[src/rtl/cfi_marker_pkg.sv]
// Shared types for the commit-side call/return marker path: scoreboard entry layout,
// marker kinds, marker result encodings and the marker-entry constructor.
package cfi_marker_pkg;

    localparam int XLEN          = 32;
    localparam int TRANS_ID_BITS = 3;

    typedef enum logic [2:0] {
        FU_NONE,
        LOAD,
        STORE,
        ALU,
        CTRL_FLOW,
        MULT,
        CSR
    } fu_t;

    typedef enum logic [3:0] {
        ADD,
        SUB,
        ANDL,
        ORL,
        XORL,
        SLTS,
        JAL,
        JALR,
        EQ,
        NE
    } fu_op_e;

    typedef struct packed {
        logic       valid;
        logic [4:0] cause;
    } exception_t;

    typedef struct packed {
        logic       valid;
        logic [1:0] cf_type;
    } bp_t;

    typedef struct packed {
        logic [XLEN-1:0]          pc;
        logic [TRANS_ID_BITS-1:0] trans_id;
        fu_t                      fu;
        fu_op_e                   op;
        logic [4:0]               rs1;
        logic [4:0]               rs2;
        logic [4:0]               rd;
        logic [XLEN-1:0]          result;
        logic                     valid;
        logic                     use_imm;
        logic                     use_zimm;
        logic                     use_pc;
        exception_t               ex;
        bp_t                      bp;
        logic                     is_compressed;
    } scoreboard_entry_t;

    typedef enum logic [1:0] {
        NONE,
        CALL,
        RET
    } marker_kind_e;

    localparam logic [XLEN-1:0] MARKER_CALL = 32'd2;
    localparam logic [XLEN-1:0] MARKER_RET  = 32'd1;

    // Marker is an architectural NOP (ADD x0,x0,imm); only result carries the kind.
    function automatic scoreboard_entry_t make_marker(
        input marker_kind_e             kind,
        input logic [XLEN-1:0]          pc,
        input logic [TRANS_ID_BITS-1:0] trans_id
    );
        scoreboard_entry_t m;
        m          = '0;
        m.pc       = pc;
        m.trans_id = trans_id;
        m.fu       = ALU;
        m.op       = ADD;
        m.use_imm  = 1'b1;
        m.valid    = 1'b1;
        m.result   = (kind == CALL) ? MARKER_CALL : MARKER_RET;
        return m;
    endfunction

endpackage

[src/rtl/commit_marker_classifier.sv]
// Combinational call/return classifier for a scoreboard entry; also reused by
// the commit-side parser so both ends agree on what counts as a call or return.
module commit_marker_classifier
    import cfi_marker_pkg::*;
(
    input  scoreboard_entry_t entry_i,
    output marker_kind_e      kind_o
);

    // Call wins over return, so JALR x1,x1 is treated as a call.
    always_comb begin
        kind_o = NONE;
        if (entry_i.valid && !entry_i.ex.valid && entry_i.fu == CTRL_FLOW) begin
            if ((entry_i.op == JAL || entry_i.op == JALR) && entry_i.rd == 5'd1) begin
                kind_o = CALL;
            end else if (entry_i.op == JALR && entry_i.rs1 == 5'd1 && entry_i.rd == 5'd0) begin
                kind_o = RET;
            end
        end
    end

endmodule

[src/rtl/commit_marker_injector.sv]
// One-deep registered stage that follows every call/return entry with a marker NOP.
// Optional call-depth tracking with underflow pulse is enabled by CALL_DEPTH_TRACK_EN.
module commit_marker_injector
    import cfi_marker_pkg::*;
#(
    parameter int CNT_WIDTH = 16
) (
    input  logic                 clk_i,
    input  logic                 rst_n,
    input  logic                 flush_i,
    input  logic                 csr_en_i,
    input  logic                 valid_i,
    input  scoreboard_entry_t    instr_i,
    output logic                 ready_o,
    output logic                 valid_o,
    output scoreboard_entry_t    instr_o,
    input  logic                 ack_i,
    output logic [CNT_WIDTH-1:0] call_cnt_o,
    output logic [CNT_WIDTH-1:0] ret_cnt_o,
    output logic                 underflow_o
);

    scoreboard_entry_t          outEntry_q, outEntry_d;
    logic                       outValid_q, outValid_d;
    marker_kind_e               outKind_q, outKind_d;
    marker_kind_e               pendKind_q, pendKind_d;
    logic [XLEN-1:0]            pendPc_q, pendPc_d;
    logic [TRANS_ID_BITS-1:0]   pendTid_q, pendTid_d;
    logic [CNT_WIDTH-1:0]       callCnt_q, callCnt_d;
    logic [CNT_WIDTH-1:0]       retCnt_q, retCnt_d;

    marker_kind_e inKind;
    logic         inXfer;
    logic         outAck;

    commit_marker_classifier u_classifier (
        .entry_i (instr_i),
        .kind_o  (inKind)
    );

    assign ready_o = (!outValid_q || ack_i) && (pendKind_q == NONE) && !flush_i;
    assign inXfer  = valid_i && ready_o;
    assign outAck  = outValid_q && ack_i && !flush_i;

    // outKind_q tags what is currently presented so only acked markers are counted.
    always_comb begin
        outEntry_d = outEntry_q;
        outValid_d = outValid_q;
        outKind_d  = outKind_q;
        pendKind_d = pendKind_q;
        pendPc_d   = pendPc_q;
        pendTid_d  = pendTid_q;
        callCnt_d  = callCnt_q;
        retCnt_d   = retCnt_q;

        if (flush_i) begin
            outValid_d = 1'b0;
            outKind_d  = NONE;
            pendKind_d = NONE;
        end else begin
            if (outAck && outKind_q == CALL && callCnt_q != '1) begin
                callCnt_d = callCnt_q + 1'b1;
            end
            if (outAck && outKind_q == RET && retCnt_q != '1) begin
                retCnt_d = retCnt_q + 1'b1;
            end

            if (outAck && pendKind_q != NONE) begin
                outEntry_d = make_marker(pendKind_q, pendPc_q, pendTid_q);
                outValid_d = 1'b1;
                outKind_d  = pendKind_q;
                pendKind_d = NONE;
            end else if (inXfer) begin
                outEntry_d = instr_i;
                outValid_d = 1'b1;
                outKind_d  = NONE;
                if (csr_en_i && inKind != NONE) begin
                    pendKind_d = inKind;
                    pendPc_d   = instr_i.pc;
                    pendTid_d  = instr_i.trans_id;
                end
            end else if (outAck) begin
                outValid_d = 1'b0;
                outKind_d  = NONE;
            end
        end
    end

    always_ff @(posedge clk_i) begin
        if (!rst_n) begin
            outEntry_q <= '0;
            outValid_q <= 1'b0;
            outKind_q  <= NONE;
            pendKind_q <= NONE;
            pendPc_q   <= '0;
            pendTid_q  <= '0;
            callCnt_q  <= '0;
            retCnt_q   <= '0;
        end else begin
            outEntry_q <= outEntry_d;
            outValid_q <= outValid_d;
            outKind_q  <= outKind_d;
            pendKind_q <= pendKind_d;
            pendPc_q   <= pendPc_d;
            pendTid_q  <= pendTid_d;
            callCnt_q  <= callCnt_d;
            retCnt_q   <= retCnt_d;
        end
    end

    assign valid_o    = outValid_q;
    assign instr_o    = outEntry_q;
    assign call_cnt_o = callCnt_q;
    assign ret_cnt_o  = retCnt_q;

`ifdef CALL_DEPTH_TRACK_EN
    logic [CNT_WIDTH-1:0] depth_q, depth_d;
    logic                 underflow_q, underflow_d;

    // A return at depth 0 leaves depth pinned at 0 and flags underflow instead.
    always_comb begin
        depth_d     = depth_q;
        underflow_d = 1'b0;
        if (outAck && outKind_q == CALL && depth_q != '1) begin
            depth_d = depth_q + 1'b1;
        end else if (outAck && outKind_q == RET) begin
            if (depth_q == '0) begin
                underflow_d = 1'b1;
            end else begin
                depth_d = depth_q - 1'b1;
            end
        end
    end

    always_ff @(posedge clk_i) begin
        if (!rst_n) begin
            depth_q     <= '0;
            underflow_q <= 1'b0;
        end else begin
            depth_q     <= depth_d;
            underflow_q <= underflow_d;
        end
    end

    assign underflow_o = underflow_q;
`else
    assign underflow_o = 1'b0;
`endif

endmodule

[config.mk]
export PLATFORM = sky130hd
export DESIGN_NAME = commit_marker_injector
export DESIGN_NICKNAME = d
export VERILOG_FILES = /design/src/rtl/cfi_marker_pkg.sv /design/src/rtl/commit_marker_classifier.sv /design/src/rtl/commit_marker_injector.sv
export SDC_FILE = /design/constraint.sdc
export NUM_CORES = 1
export LEC_CHECK = 0
export CAP_MARGIN = 20
export CORE_MARGIN = 2
export CORE_UTILIZATION = 32
export DETAILED_ROUTE_END_ITERATION = 8
export SLEW_MARGIN = 5
export SYNTH_ARGS = -nofsm -noshare
export SYNTH_HDL_FRONTEND = slang
export SYNTH_HIERARCHICAL = 1
export SYNTH_SLANG_ARGS = --single-unit
[constraint.sdc]
create_clock -name clk_i -period 2.66 [get_ports clk_i]
set_clock_uncertainty 0.1 [all_clocks]
set_input_delay 0.266 -clock clk_i [delete_from_list [all_inputs] [get_ports clk_i]]
set_output_delay 0.266 -clock clk_i [all_outputs]
set_load 0.01 [all_outputs]
# ---- After elaboration in Yosys (flattened, before gate mapping)
# Index checks and enable logic that the tools add are counted.
dict set report word_totals {
  regBits 175
  inputBits 109
  output_inout_bits 138
  word_cells 85
}
dict set report op_classes {
  addsub 2
  n_eq_ne 10
  mux 12
  n_bitwise 3
  n_reduce_logical 34
}
# operator n
set op_table {}
lappend op_table {{2-to-1 mux 103 bit} 2}
lappend op_table {{adder 16 x 1 -> 16 bit (second input constant)} 2}
lappend op_table {{!= test 16 bit (second input constant)} 2}
lappend op_table {{logical AND 1 bit} 16}
lappend op_table {{2-to-1 mux 2 bit} 7}
lappend op_table {{equality test 5 x 1 -> 1 bit (second input constant)} 2}
lappend op_table {{equality test 4 x 3 -> 1 bit (second input constant)} 2}
lappend op_table {{AND reduction 2 bit} 4}
lappend op_table {{nonzero test 2 bit} 3}
lappend op_table {{zero test 5 bit} 1}
lappend op_table {{equality test 2 x 1 -> 1 bit (second input constant)} 2}
lappend op_table {{AND reduction 4 bit} 1}
lappend op_table {{equality test 3 bit (second input constant)} 1}
lappend op_table {{zero test 1 bit} 3}
lappend op_table {{2-to-1 mux 1 bit} 3}
lappend op_table {{NOT 1 bit} 3}
lappend op_table {{nonzero test 3 bit} 1}
lappend op_table {{OR reduction 3 bit} 1}
lappend op_table {{equality test 2 bit (second input constant)} 1}
lappend op_table {{zero test 2 bit} 1}
lappend op_table {{logical OR 1 bit} 2}
lappend op_table {{OR reduction 2 bit} 1}

# ---- Logic depth before layout (Yosys ltp)
# Gate-level depths: netlist of run 1.
dict set report depth {
  word_depth 9
  mapped_depth 9
  ltp_nobuf 7
}

# ---- Modules after synthesis
# Netlist of run 1, hierarchy kept.
# mod n_inst cells_per_inst area_each_um2 seq_area_each_um2
set modules_own_cells {}
lappend modules_own_cells {commit_marker_injector 1 880 7011.7 3503.4}
lappend modules_own_cells {commit_marker_classifier 1 10 73.8 0.0}

# ---- Worst setup path before layout of run 1
# Ideal clock, no wire load.
dict set report synth_path {
  path_type {register -> register}
  start {register retCnt_q[0] (netlist: ret_cnt_o[0])}
  end {register retCnt_q[12] (netlist: ret_cnt_o[12])}
  setup_time_ps 135
  arrival_time_ps 1861
  t_required_ps 2425
  path_slack_ps 564
  path_stages_with_launch 7
  path_buffers 1
  synth_period_minus_slack_ps 2096
  cell_sequence {dfxtp_1 ha_1 nand4_1 or4_1 clkbuf_1 o311ai_0 o41ai_1}
}
dict set report synth_via {
  elab_chain_cells 3
  elab_cells_between_ends 4
  cone_classes {add/sub (1); eq/ne (1); reduce/logical (2)}
}
# item line_no
set synth_rtl {}
lappend synth_rtl {{from (decl)} commit_marker_injector.sv:30} ;# logic [CNT_WIDTH-1:0] retCnt_q, retCnt_d;
lappend synth_rtl {{from (signal assigned)} commit_marker_injector.sv:107} ;# retCnt_q <= retCnt_d;
lappend synth_rtl {{parallel branches: the longest is 3 deep, another holds adder 16 x 1 -> 16 bit} n/a}
# Several ways; the timed one is not identified.
# A chain may end at the register's enable or synchronous reset.

# ---- Final worst setup path of run 1
dict set report layout_path {
  start {register retCnt_q[1] (netlist: ret_cnt_o[1])}
  end {register retCnt_q[12] (netlist: ret_cnt_o[12])}
}
# The elaborated chain is that of the path after synthesis.

==> results.txt, run 1 <==
status: finished clean
Final ANT Viol Nets: 0
PnR worst setup slack: 0.362 ns
worst reg2reg path endpoint: ret_cnt_o[12]
vias per inst: 5.06
initial core utilization: 0.326
vias in the first global route: 6,703
TritonCTS buffer count: 17
setup bufs post-CTS: 0
routed vias: 7,074
GPL Wtd Cong: 0.762
Starting DRT DRC Count: 419
Ant. Diodes: 0
fin util: 0.481
worst hold path class: in -> reg
Setup crit start: ret_cnt_o[1]
RSZ-0062 raised after global routing: no
Hold Crit Start: rst_n
PostCTS Resize Cnt: 0
Die Area: 23,300 µm²
Clock Latency Late Sink: 0.42 ns
CTS tree: built
worst reg-to-reg setup slack: 0.36 ns
syn avg cell area: 7.96 µm²
ys async rst share: 0
first-pass detailed-route iteration total: 5
share of cells above drive strength 1: 0.0627
Synth cell types: 48
Slew headroom: 0.645
Slew Limit Fails: 0
CP max stage delay: 0.66 ns
Seq/Total Area, Yosys: 0.494
DRC viols: 0
critical path endpoint: ret_cnt_o[12]
max-cap violation count: 0
global-route wire length before repair: 36.0 mm
CTS max path bufs: 2
reg2reg start: ret_cnt_o[1]
row count: 54
Pwr Total: 5.82 mW
Post-Syn Nets: 1,001
Die Ht: 153 µm
f_max: 0.435 GHz
CP max FO: 8
clk sinks: 175
CTS HTree Levels: 4
P_leak: 3.49 nW
Placement Setup Slack: 0.0520 ns
cts-stage hold buffer count: 0
flops & latches, synth: 175
hpwl dp: 15.1 mm
crit-path cells: ha_1 > nand4_1 > or4_1 > o311ai_0 > o41ai_1
largest net degree at the start of global routing: 61
Post-Syn Instances: 890
filler cell count: 2,143
CP delay by family, top: simple AND/OR/NAND/NOR gates
Worst EP required: 2.85 ns
Mapped Area: 7090 µm²
Main synth FF type: dfxtp_1
YS warnings: 6
Setup crit start kind: flip-flop
Final Hold Viols: 0
Worst R2R Path Depth: 5
Max stage delay cell, worst path: or4_1
Final nets: 1,217
CP Capture Type: flip-flop
Slew @ Worst Pin: 0.528 ns
VDD IR max: 408 µV
CP Class: reg -> reg
critical path depth in cells: 5
Setup-failing EPs final: 0
Final Critical Period: 2.30 ns
P&R area growth vs syn: 47.7%
Post-synth EDFFs: 0
drt wl/cell: 16.0 µm
crit share post-route: 0.864
GR Overflow Total: 0
Root Buffer: clkbuf_16
Power Density: 556 nW/µm²
number of port buffers: 245
Die X: 153 µm
WP data arrival: 2.49 ns
post-route setup TNS: 0 ns
number of buffers and inverters on the critical path: 0
final wirelength: 22.4 mm
Total Routing Usage GR: 0.188
initial antenna violation count: 1
Core ar.: 21,800 µm²
Clk pin slew, worst setup/hold paths: 0.07 ns
io pins: 247
-- stage by stage --
stage | hold slack [ns] | cells | instance area [µm²]
detailed placement | 0.344 | 1367 | 9900
finish | 0.226 | 1397 | 10500
global placement | 0.339 | 1367 | 9900
floorplan | 0.302 | 890 | 7090
global route | 0.223 | 1397 | 10500
CTS | 0.208 | 1397 | 10500
-- layout make-up --
type,count,area [µm²],share of cell area
well taps,280,350,0.0335
clock buffers,21,460,0.0440
repair buffers,269,2730,0.261
clock inverters,9,110,0.0105
inverters,9,36.3,0.00347
multi-input cells,634,3280,0.313
flip-flops and latches,175,3500,0.335
-- layer usage --
layer	GRT usage	share of wire	up-vias
li1	-	-	3568
met1	0.256	0.47	3276
met2	0.294	0.45	203
met3	0.0523	0.067	27
met4	0.0529	0.018	0
met5	0	0	-
-- state kept, by name, indices dropped and copies added, names as in the netlist --
signal / count
outKind_q: 2
valid_o: 1
pendTid_q: 3
pendPc_q: 32
pendKind_q: 2
ret_cnt_o: 16
instr_o: 103
call_cnt_o: 16
-- logic make-up after synthesis --
| logic type | count (synthesis) | share of synthesized area |
|---|---|---|
| simple gates | 394 | 0.265 |
| compound gates | 232 | 0.182 |
| flops | 175 | 0.494 |
| buf+inv | 81 | 0.0477 |
| mux | 5 | 0.00706 |
| fa+ha+maj | 2 | 0.00353 |
| other cells | 1 | 0.000529 |
-- synthesized netlist by cell type (2+ instances only) --
cell type / number / area, µm²
mux2i_1: 5 / 50.1
clkbuf_1: 45 / 169
buf_2: 24 / 120
or4_1: 12 / 90.1
a211oi_1: 2 / 15.0
nor2b_1: 2 / 12.5
a31oi_1: 37 / 231
nand4_1: 10 / 62.6
o31ai_1: 10 / 75.1
or3b_2: 3 / 26.3
nand2b_1: 7 / 43.8
and3_1: 4 / 25.0
or4b_2: 3 / 30.0
buf_1: 2 / 7.51
or3_1: 8 / 50.1
dfxtp_1: 175 / 3500
and4_1: 5 / 43.8
nor4b_2: 2 / 30.0
nor4_1: 6 / 37.5
nor3_1: 12 / 60.1
nor2_1: 10 / 37.5
ha_1: 2 / 25.0
o41ai_1: 7 / 61.3
nand2_1: 221 / 830
nand3_1: 80 / 400
o21ai_0: 43 / 215
inv_1: 9 / 33.8
a21oi_1: 124 / 621
-- cells in the final DEF, fill, tap and decap left out, drive strengths merged, types with 4 or more instances in the layout --
cell type,instances
clkdlybuf4s50,244
or3,8
nand4,11
nor4,7
nand3,80
nand2b,7
a21oi,124
nor3,12
dfxtp,175
nand2,221
clkbuf,21
nor2,10
o41ai,7
mux2i,5
or4,13
inv,10
buf,25
a31oi,37
o21ai,44
and3,4
and4,5
o31ai,10
-- where the power goes --
group / total [mW] / internal (mW) / switching, mW / leakage (nW)
clock: 2.46 / 1.43 / 1.04 / 0.271
combinational: 0.629 / 0.348 / 0.280 / 1.80
sequential: 2.73 / 2.69 / 0.0376 / 1.42
total: 5.82 / 4.47 / 1.36 / 3.49
-- worst min-delay path, cell delays in order --
cell	delay (ns)
buf_2	0.13
inv_4	0.15
a21oi_1	0.15
-- worst min path at each step --
stage / to / slack (ns) / depth (start not counted)
6_report: call_cnt_o[3] / 0.23 / 3
5_1_grt: instr_o[57] / 0.22 / 3
4_1_cts: call_cnt_o[2] / 0.21 / 3
3_5_place_dp: pendPc_q[8] / 0.34 / 2
3_3_place_gp: pendPc_q[15] / 0.34 / 2
2_1_floorplan: pendPc_q[0] / 0.30 / 2
No activity file was read; power rests on OpenSTA's default activity.
==> run 2, diff against run 1 <==
--- a/config.mk
+++ b/config.mk
@@ -9,7 +9,6 @@
 export CORE_MARGIN = 2
 export CORE_UTILIZATION = 32
 export DETAILED_ROUTE_END_ITERATION = 8
-export SLEW_MARGIN = 5
 export SYNTH_ARGS = -nofsm -noshare
 export SYNTH_HDL_FRONTEND = slang
 export SYNTH_HIERARCHICAL = 1
==> results of run 2 <==
Same layout as run 1: the final DEF is identical, and so are final timing and power.
==> run 3, diff against run 2 <==
--- a/config.mk
+++ b/config.mk
@@ -9,6 +9,7 @@
 export CORE_MARGIN = 2
 export CORE_UTILIZATION = 32
 export DETAILED_ROUTE_END_ITERATION = 8
+export SETUP_SLACK_MARGIN = 0.5
 export SYNTH_ARGS = -nofsm -noshare
 export SYNTH_HDL_FRONTEND = slang
 export SYNTH_HIERARCHICAL = 1
==> run 3 against run 2 <==
  * Fmax is 13% higher
  * Global-route usage hardly changed
  * Die area stayed put
  * Final cell count hardly changed
  * Routed wire length is 0.73% higher
  * Critical path type unchanged
  * Non-clock buffer count is 1 higher
  * Combinational power hardly changed
  * Register-to-register slack better by 0.27 ns
  * Highest routed layer unchanged
==> results.txt, run 3 (same netlist as run 1, synthesis figures left out) <==
status: finished clean
CP Capture Type: flip-flop
drt wl/cell: 16.1 µm
setup bufs post-CTS: 0
initial core utilization: 0.326
largest net degree at the start of global routing: 61
CP max FO: 8
most common cell after layout, fill and taps aside: clkdlybuf4s50_1
initial antenna violation count: 1
post-route setup TNS: 0 ns
P_leak: 3.53 nW
hpwl dp: 15.1 mm
filler cell count: 2,137
Core ar.: 21,800 µm²
Final Critical Period: 2.03 ns
Clk pin slew, worst setup/hold paths: 0.07 ns
TritonCTS buffer count: 17
CTS tree: built
Placement Setup Slack: 0.0520 ns
switching fraction of total power: 0.233
vias in the first global route: 6,700
routed vias: 7,079
DRC viols: 0
share of cells above drive strength 1: 0.0698
PnR worst setup slack: 0.631 ns
P&R area growth vs syn: 48.8%
fin area: 10,500 µm²
Starting DRT DRC Count: 399
worst reg2reg path endpoint: call_cnt_o[13]
GR Overflow Total: 0
worst reg-to-reg setup slack: 0.63 ns
VDD IR max: 408 µV
row count: 54
Clock Latency Late Sink: 0.41 ns
Pwr Total: 5.83 mW
Power Density: 553 nW/µm²
Slew @ Worst Pin: 0.515 ns
most frequent cells in the layout: 243 x clkdlybuf4s50_1, 221 x nand2_1, 174 x dfxtp_1
Slew headroom: 0.657
Setup-failing EPs final: 0
Root Buffer: clkbuf_16
Net Switching: 1.36 mW
io pins: 247
crit share post-route: 0.763
RSZ-0062 raised after global routing: no
Die X: 153 µm
CTS max path bufs: 2
fin util: 0.484
Total Routing Usage GR: 0.188
final wirelength: 22.6 mm
hold path endpoint: call_cnt_o[15]
max FFs per register: 103
Final nets: 1,218
placed instance area: 9900 µm²
clock network power share: 0.423
WP data arrival: 2.28 ns
CP Class: reg -> reg
P_int: 4.47 mW
Slew Limit Fails: 0
f_max: 0.493 GHz
cts-stage hold buffer count: 0
Gate power share: 0.108
Ant. Diodes: 0
vias per inst: 5.06
reg2reg start: call_cnt_o[4]
CTS HTree Levels: 4
first-pass detailed-route iteration total: 4
Hold Crit Start: rst_n
GPL Wtd Cong: 0.762
Die Ht: 153 µm
hold-critical path depth: 3
worst hold path class: in -> reg
Worst R2R Path Depth: 4
sequential power share: 0.469
number of port buffers: 245
Die Area: 23,300 µm²
Worst EP required: 2.91 ns
Final ANT Viol Nets: 0
global-route wire length before repair: 36.1 mm
clk sinks: 175
Setup crit start kind: flip-flop
Final Hold Viols: 0
max-cap violation count: 0
run 3: changes by cell type in the layout (fill, tap and decap cells not counted), sizes merged:
cell / previous run / this run
clkbuf: 21 / 22
clkdlybuf4s50: 244 / 243
dlygate4sd2: 0 / 1
run 3: through the flow:
stage | std cells | hold WS [ns]
finish | 1398 | 0.228
global route | 1398 | 0.223
CTS | 1397 | 0.208
detailed placement | 1367 | 0.344
global placement | 1367 | 0.339
floorplan | 890 | 0.302
run 3: cell type report:
| type | count | area (µm²) | share of cell area |
|---|---|---|---|
| sequential | 175 | 3500 | 0.333 |
| multi-input combinational | 634 | 3330 | 0.316 |
| timing repair buffer | 270 | 2750 | 0.261 |
| clock buffer | 21 | 460 | 0.0437 |
| tap | 280 | 350 | 0.0332 |
| clock inverter | 9 | 110 | 0.0104 |
| inverter | 9 | 36.3 | 0.00344 |
run 3: power groups by stage:
stage	Clock [mW]	Combinational [mW]	Sequential, mW
after floorplan	0	0.190	2.82
after global placement	0	0.633	2.79
after detailed placement	0	0.632	2.79
after CTS	2.54	0.635	2.73
after global routing	2.66	0.682	2.74
final	2.46	0.630	2.73
run 3: worst max-delay path, cell delays in order (launching register included):
cell	delay, ns
dfxtp_1	0.49
nand4_2	0.20
or4_4	0.60
or4_1	0.42
a21oi_1	0.15
run 3: how the worst max path moves through the flow:
| stage | from | endpoint | slack (ns) | cells after the start |
|---|---|---|---|---|
| 2_1_floorplan | ret_cnt_o[0] | ret_cnt_o[12] | 0.56 | 6 |
| 6_report | call_cnt_o[4] | call_cnt_o[13] | 0.63 | 4 |
| 4_1_cts | ret_cnt_o[1] | ret_cnt_o[12] | 0.53 | 5 |
| 3_3_place_gp | ack_i | call_cnt_o[6] | 0.11 | 5 |
| 3_5_place_dp | ack_i | call_cnt_o[6] | 0.05 | 5 |
| 5_1_grt | call_cnt_o[4] | call_cnt_o[13] | 0.50 | 4 |
run 3: routing by layer:
metal	vias to the layer above	wire [µm]	global-route usage
li1	3573	-	-
met1	3276	10400	0.256
met2	203	10300	0.294
met3	27	1450	0.0523
met4	0	405	0.0529
met5	-	0	0
run 3: repair_timing:
action / in CTS / in global routing
pin swaps: 0 / 1
setup endpoints to repair: 7 / 47
cloned: 0 / 1
resized for setup: 4 / 7
